==> src/rtl/ysyx_24090018_pkg.sv <==
// Shared types and widths for the writeback port arbiter.
package ysyx_24090018_pkg;

  localparam int DATA_WIDTH = 32;
  localparam int ADDR_WIDTH = 5;
  localparam int CNT_WIDTH  = 4;

  typedef enum logic [1:0] {
    GNT_NONE = 2'b00,
    GNT_EXU  = 2'b01,
    GNT_LSU  = 2'b10
  } grant_t;

endpackage

==> src/rtl/ysyx_24090018_wb_arb_core.sv <==
// LSU-first grant with an EXU starvation counter that forces an EXU win
// once the EXU has lost STARVE_LIMIT consecutive cycles.
module ysyx_24090018_wb_arb_core
  import ysyx_24090018_pkg::*;
#(
  parameter int STARVE_LIMIT = 4
) (
  input  logic                 clk,
  input  logic                 rst,
  input  logic                 exu_valid,
  input  logic                 lsu_valid,
  output grant_t               grant,
  output logic [CNT_WIDTH-1:0] starve_cnt
);

  localparam logic [CNT_WIDTH-1:0] LIMIT = CNT_WIDTH'(STARVE_LIMIT);

  logic [CNT_WIDTH-1:0] starve_cnt_reg;
  logic [CNT_WIDTH-1:0] starve_cnt_next;

  always_ff @(posedge clk or posedge rst) begin
    if (rst) starve_cnt_reg <= '0;
    else     starve_cnt_reg <= starve_cnt_next;
  end

  // Grant depends only on valids and the counter, never on payloads.
  always_comb begin
    grant           = GNT_NONE;
    starve_cnt_next = '0;
    if (!rst) begin
      if (exu_valid && lsu_valid)
        grant = (starve_cnt_reg == LIMIT) ? GNT_EXU : GNT_LSU;
      else if (exu_valid)
        grant = GNT_EXU;
      else if (lsu_valid)
        grant = GNT_LSU;
    end
    if (exu_valid && grant != GNT_EXU)
      starve_cnt_next = (starve_cnt_reg == LIMIT) ? starve_cnt_reg
                                                  : starve_cnt_reg + 1'b1;
  end

  assign starve_cnt = starve_cnt_reg;

endmodule

==> src/rtl/wb_port_arbiter.sv <==
// Arbitrates the regfile write port between EXU and LSU results.
// Optional perf counters: define YSYX_24090018_WB_ARB_PERF_EN.
module wb_port_arbiter
  import ysyx_24090018_pkg::*;
#(
  parameter int DATA_WIDTH   = ysyx_24090018_pkg::DATA_WIDTH,
  parameter int ADDR_WIDTH   = ysyx_24090018_pkg::ADDR_WIDTH,
  parameter int STARVE_LIMIT = 4
) (
  input  logic                  clk,
  input  logic                  rst,
  input  logic                  exu_valid_i,
  output logic                  exu_ready_o,
  input  logic [ADDR_WIDTH-1:0] exu_rd_i,
  input  logic [DATA_WIDTH-1:0] exu_data_i,
  input  logic                  exu_wen_i,
  input  logic                  lsu_valid_i,
  output logic                  lsu_ready_o,
  input  logic [ADDR_WIDTH-1:0] lsu_rd_i,
  input  logic [DATA_WIDTH-1:0] lsu_data_i,
  output logic                  rf_wen_o,
  output logic [ADDR_WIDTH-1:0] rf_waddr_o,
  output logic [DATA_WIDTH-1:0] rf_wdata_o,
  output logic [3:0]            starve_cnt_o
`ifdef YSYX_24090018_WB_ARB_PERF_EN
  ,
  output logic [31:0]           perf_exu_cnt_o,
  output logic [31:0]           perf_lsu_cnt_o,
  output logic [31:0]           perf_conflict_cnt_o
`endif
);

  grant_t grant;

  logic                  rf_wen_reg;
  logic [ADDR_WIDTH-1:0] rf_waddr_reg;
  logic [DATA_WIDTH-1:0] rf_wdata_reg;

  ysyx_24090018_wb_arb_core #(
    .STARVE_LIMIT (STARVE_LIMIT)
  ) u_core (
    .clk        (clk),
    .rst        (rst),
    .exu_valid  (exu_valid_i),
    .lsu_valid  (lsu_valid_i),
    .grant      (grant),
    .starve_cnt (starve_cnt_o)
  );

  assign exu_ready_o = (grant == GNT_EXU);
  assign lsu_ready_o = (grant == GNT_LSU);

  // Address/data follow write-capable results only, so an EXU result with
  // wen=0 (store/branch) leaves the last written address/data visible.
  always_ff @(posedge clk or posedge rst) begin
    if (rst) begin
      rf_wen_reg   <= 1'b0;
      rf_waddr_reg <= '0;
      rf_wdata_reg <= '0;
    end else begin
      rf_wen_reg <= 1'b0;
      case (grant)
        GNT_EXU: begin
          rf_wen_reg <= exu_wen_i && (exu_rd_i != '0);
          if (exu_wen_i) begin
            rf_waddr_reg <= exu_rd_i;
            rf_wdata_reg <= exu_data_i;
          end
        end
        GNT_LSU: begin
          rf_wen_reg   <= (lsu_rd_i != '0);
          rf_waddr_reg <= lsu_rd_i;
          rf_wdata_reg <= lsu_data_i;
        end
        default: ;
      endcase
    end
  end

  assign rf_wen_o   = rf_wen_reg;
  assign rf_waddr_o = rf_waddr_reg;
  assign rf_wdata_o = rf_wdata_reg;

`ifdef YSYX_24090018_WB_ARB_PERF_EN
  logic [31:0] perf_exu_reg;
  logic [31:0] perf_lsu_reg;
  logic [31:0] perf_conflict_reg;

  always_ff @(posedge clk or posedge rst) begin
    if (rst) begin
      perf_exu_reg      <= '0;
      perf_lsu_reg      <= '0;
      perf_conflict_reg <= '0;
    end else begin
      if (grant == GNT_EXU)          perf_exu_reg      <= perf_exu_reg + 32'd1;
      if (grant == GNT_LSU)          perf_lsu_reg      <= perf_lsu_reg + 32'd1;
      if (exu_valid_i && lsu_valid_i) perf_conflict_reg <= perf_conflict_reg + 32'd1;
    end
  end

  assign perf_exu_cnt_o      = perf_exu_reg;
  assign perf_lsu_cnt_o      = perf_lsu_reg;
  assign perf_conflict_cnt_o = perf_conflict_reg;
`endif

endmodule

==> config.mk <==
export PLATFORM = sky130hd
export DESIGN_NAME = wb_port_arbiter
export DESIGN_NICKNAME = d
export VERILOG_FILES = /design/src/rtl/ysyx_24090018_pkg.sv /design/src/rtl/ysyx_24090018_wb_arb_core.sv /design/src/rtl/wb_port_arbiter.sv
export SDC_FILE = /design/constraint.sdc
export NUM_CORES = 1
export LEC_CHECK = 0
export ABC_AREA = 1
export BUFFER_PORTS_ARGS = -buffer_cell sky130_fd_sc_hd__buf_2
export CAP_MARGIN = 20
export CORE_AREA = 2 2 72 74
export CTS_BUF_LIST = sky130_fd_sc_hd__clkbuf_16
export CTS_CLUSTER_DIAMETER = 80
export DETAILED_ROUTE_END_ITERATION = 10
export DIE_AREA = 0 0 74 76
export GPL_TIMING_DRIVEN = 0
export PLACE_DENSITY_LB_ADDON = 0.3
export SLEW_MARGIN = 0
export SYNTH_ARGS = -nofsm -noshare
export SYNTH_HDL_FRONTEND = slang
export SYNTH_SLANG_ARGS = --single-unit
==> constraint.sdc <==
create_clock -name clk -period 3.54 [get_ports clk]
set_input_delay 0.708 -clock clk [delete_from_list [all_inputs] [get_ports clk]]
set_output_delay 0.708 -clock clk [all_outputs]
set_load 0.01 [all_outputs]
==> impl_metrics.py <==
metrics = {
    "floorplanning": {
        "die_h_um": 76,
        "core_area_mm2": 0.004912,
        "die_w_um": 74,
        "ioPinCount": 123,
        "num_rows": 26,
        "initial_core_util_pct": 45.67,
        "dieArea_mm2": 0.005624,
    },
    "detailed_routing": {
        "wire_per_inst_um": 11.68,
        "num_vias": 2212,
        "via_per_inst": 4.542,
        "antenna_left": 0,
        "drt_iter0_drc": 132,
        "routed_wl_mm": 5.686,
        "drc": 0,
        "firstDrtPassIters": 4,
    },
    "cts": {
        "cts_hold_buf": 0,
        "cts.repair.resized": 0,
        "root_buffer": "clkbuf_16",
        "numCtsBuffers": 5,
        "htreeDepth": 2,
        "clkSlewWorstSetupHoldPaths_ns": 0.06,
        "clock_sinks": 42,
        "cts_setup_buffers": 0,
        "cts_tree": "built",
        "clock_latency_ns": 0.28,
        "cts_buffer_depth": 2,
    },
    "global_route": {
        "grt_pass1_wl_mm": 9.466,
        "grt_pass1_vias": 2162,
        "grt_overflow": 0,
        "antenna_found_initial": 0,
        "grt_usage_pct": 21.30,
        "grt_max_degree": 24,
    },
    "setup_path": {
        "timing.rr.start": "u_core.starve_cnt[0]",
        "worst_ep_required_time_ns": 2.83,
        "max_stage_delay_ns": 0.39,
        "crit_path_max_fanout": 23,
        "r2r_cells": 11,
        "r2r_slack_ns": 1.33,
        "worst-setup-path-type": "in2out",
        "path_common_cell": "buf_2",
        "cp-start-kind": "input port",
        "r2r_end": "rf_wdata_o[1]",
        "cp.arrival_ns": 2.03,
        "crit_path_end_kind": "output port",
        "crit_path_cell_trace": "buf_2 > inv_2 > buf_16 > nand3_1 > inv_1 > ha_1 > buf_2",
        "crit_slowest_cell": "inv_2",
    },
    "timing": {
        "fin_ws_ns": 0.7981,
        "min_period_ns": 2.742,
        "setup_viol": 0,
        "slew_headroom_pct": 64.43,
        "tightest_slew_ns": 0.5327,
        "finalMaxSlewViolations": 0,
        "final.period_utilization_pct": 77.45,
        "clock_skew_ns": 0.003532,
        "clock.fmax_mhz": 364.7,
        "hold_violations": 0,
        "hold_slack_ns": 0.4658,
        "rsz0062_at_grt": "false",
    },
    "synth": {
        "yosysTopAreaCell": "dfrtp_1",
        "syn_area_mm2": 0.002243,
        "yosysTopAreaCellShare_pct": 46.85,
        "yosys_warnings": 0,
        "avgSynthCellArea_um2": 7.844,
        "yosys_register_bits": 42,
        "yosysSeqAreaShare_pct": 46.85,
        "syn_nets": 369,
        "synth_cell_type_count": 16,
        "synthTopCellsByArea": "dfrtp_1 47%, o21ai_0 8.3%, nand2_1 8.0%",
        "synthCells": 286,
    },
    "job": {
        "drv_cap": 0,
    },
    "pwr": {
        "p_per_area_mw_per_mm2": 488.0,
        "vdd_drop_max_mv": 0.3200,
        "leakage_nw": 1.656,
    },
    "cells_and_area": {
        "area_delta_synth_final_pct": 38.48,
        "n_fill_cell": 437,
        "antenna_cells": 0,
        "seq_area_mm2": 0.001051,
        "drive_gt1_share_pct": 38.13,
        "fin_nets": 499,
        "mostFrequentLayoutCells": "126 x buf_2, 48 x nand2_1, 46 x inv_1",
        "largest_reg_flops": 32,
        "final_cells": 487,
        "multi_input_area_um2": 894.6,
        "final_common_cell": "buf_2",
    },
    "min_path": {
        "hp-class": "in2async",
    },
    "placed_design": {
        "hpwlAfterDp_mm": 4.347,
        "globalplace.congestion": 0.8193,
        "port_buffers": 122,
        "dp_cells": 479,
        "dp_slack_ns": 0.7569,
    },
    "outcome": {
        "status": "complete, no violations",
    },
}
## per-stage QoR
stage,setup TNS (ns),utilization (%),total power [mW],instance area (um2)
2_1_floorplan,0,-,0.9000,2243
3_3_place_gp,-0.001722,59.88,1.084,2942
3_5_place_dp,0,60.44,1.102,2969
4_1_cts,0,63.25,1.531,3107
5_1_grt,0,63.25,1.614,3107
6_report,0,63.25,1.516,3107
## kinds of logic (layout without fill, tap and decap cells)
family	Yosys count	after routing	share of synthesized area, %
flops	42	42	46.85
fa+ha+maj	4	4	2.231
xor+xnor	2	2	0.7810
buf+inv	62	193	13.27
simple gates	99	99	17.18
compound gates	77	77	19.69
## worst max-delay path by stage
stage | startpoint | to | slack (ns) | cells past startpoint
global route | rst | lsu_ready_o | 0.63 | 7
floorplan | rst | lsu_ready_o | 0.67 | 4
finish | rst | lsu_ready_o | 0.80 | 7
global placement | rst | lsu_ready_o | -0.002 | 6
CTS | rst | lsu_ready_o | 0.75 | 7
detailed placement | rst | lsu_ready_o | 0.76 | 7
## Yosys cell counts
cell,number
nand2_1,48
inv_1,46
nor2_1,44
dfrtp_1,42
o21ai_0,37
a21oi_1,25
a21oi_2,15
buf_6,6
nand3_1,5
buf_2,4
buf_4,4
ha_1,4
clkbuf_1,2
nand3b_1,2
xnor2_1,1
xor2_1,1
## power breakdown
group          switching [mW]  internal (mW)  leakage (nW)  total [mW]
combinational           0.248          0.202          1.11       0.449
clock                   0.174          0.255        0.0724       0.428
sequential             0.0546          0.584         0.470       0.638
## layer usage
layer  vias up  share of wire (%)  global-route usage [%]  wire length [um]
li1       1152                  -                       -                 -
met1       985                 42                   24.72              2397
met2        68                 51                   37.77              2907
met3         7                5.3                   4.894               304
met4         0                1.4                   6.909                77
met5         -                  0                       0                 0
## layout make-up
| class | instances | area share [%] |
|---|---|---|
| inverters | 46 | 5.558 |
| clock inverters | 3 | 0.4027 |
| repair buffers | 123 | 20.54 |
| multi-input cells | 182 | 28.80 |
| well taps | 70 | 2.819 |
| flip-flops and latches | 42 | 33.83 |
| plain buffers | 16 | 4.027 |
| clock buffers | 5 | 4.027 |
## worst max-delay path, delay by kind of cell
family | cells | cell delay [ns]
adders and majority gates | 1 | 0.23
and+or+nand+nor | 1 | 0.12
buffers and inverters | 5 | 0.97
Note: power is estimated with default switching activity, not from simulation.
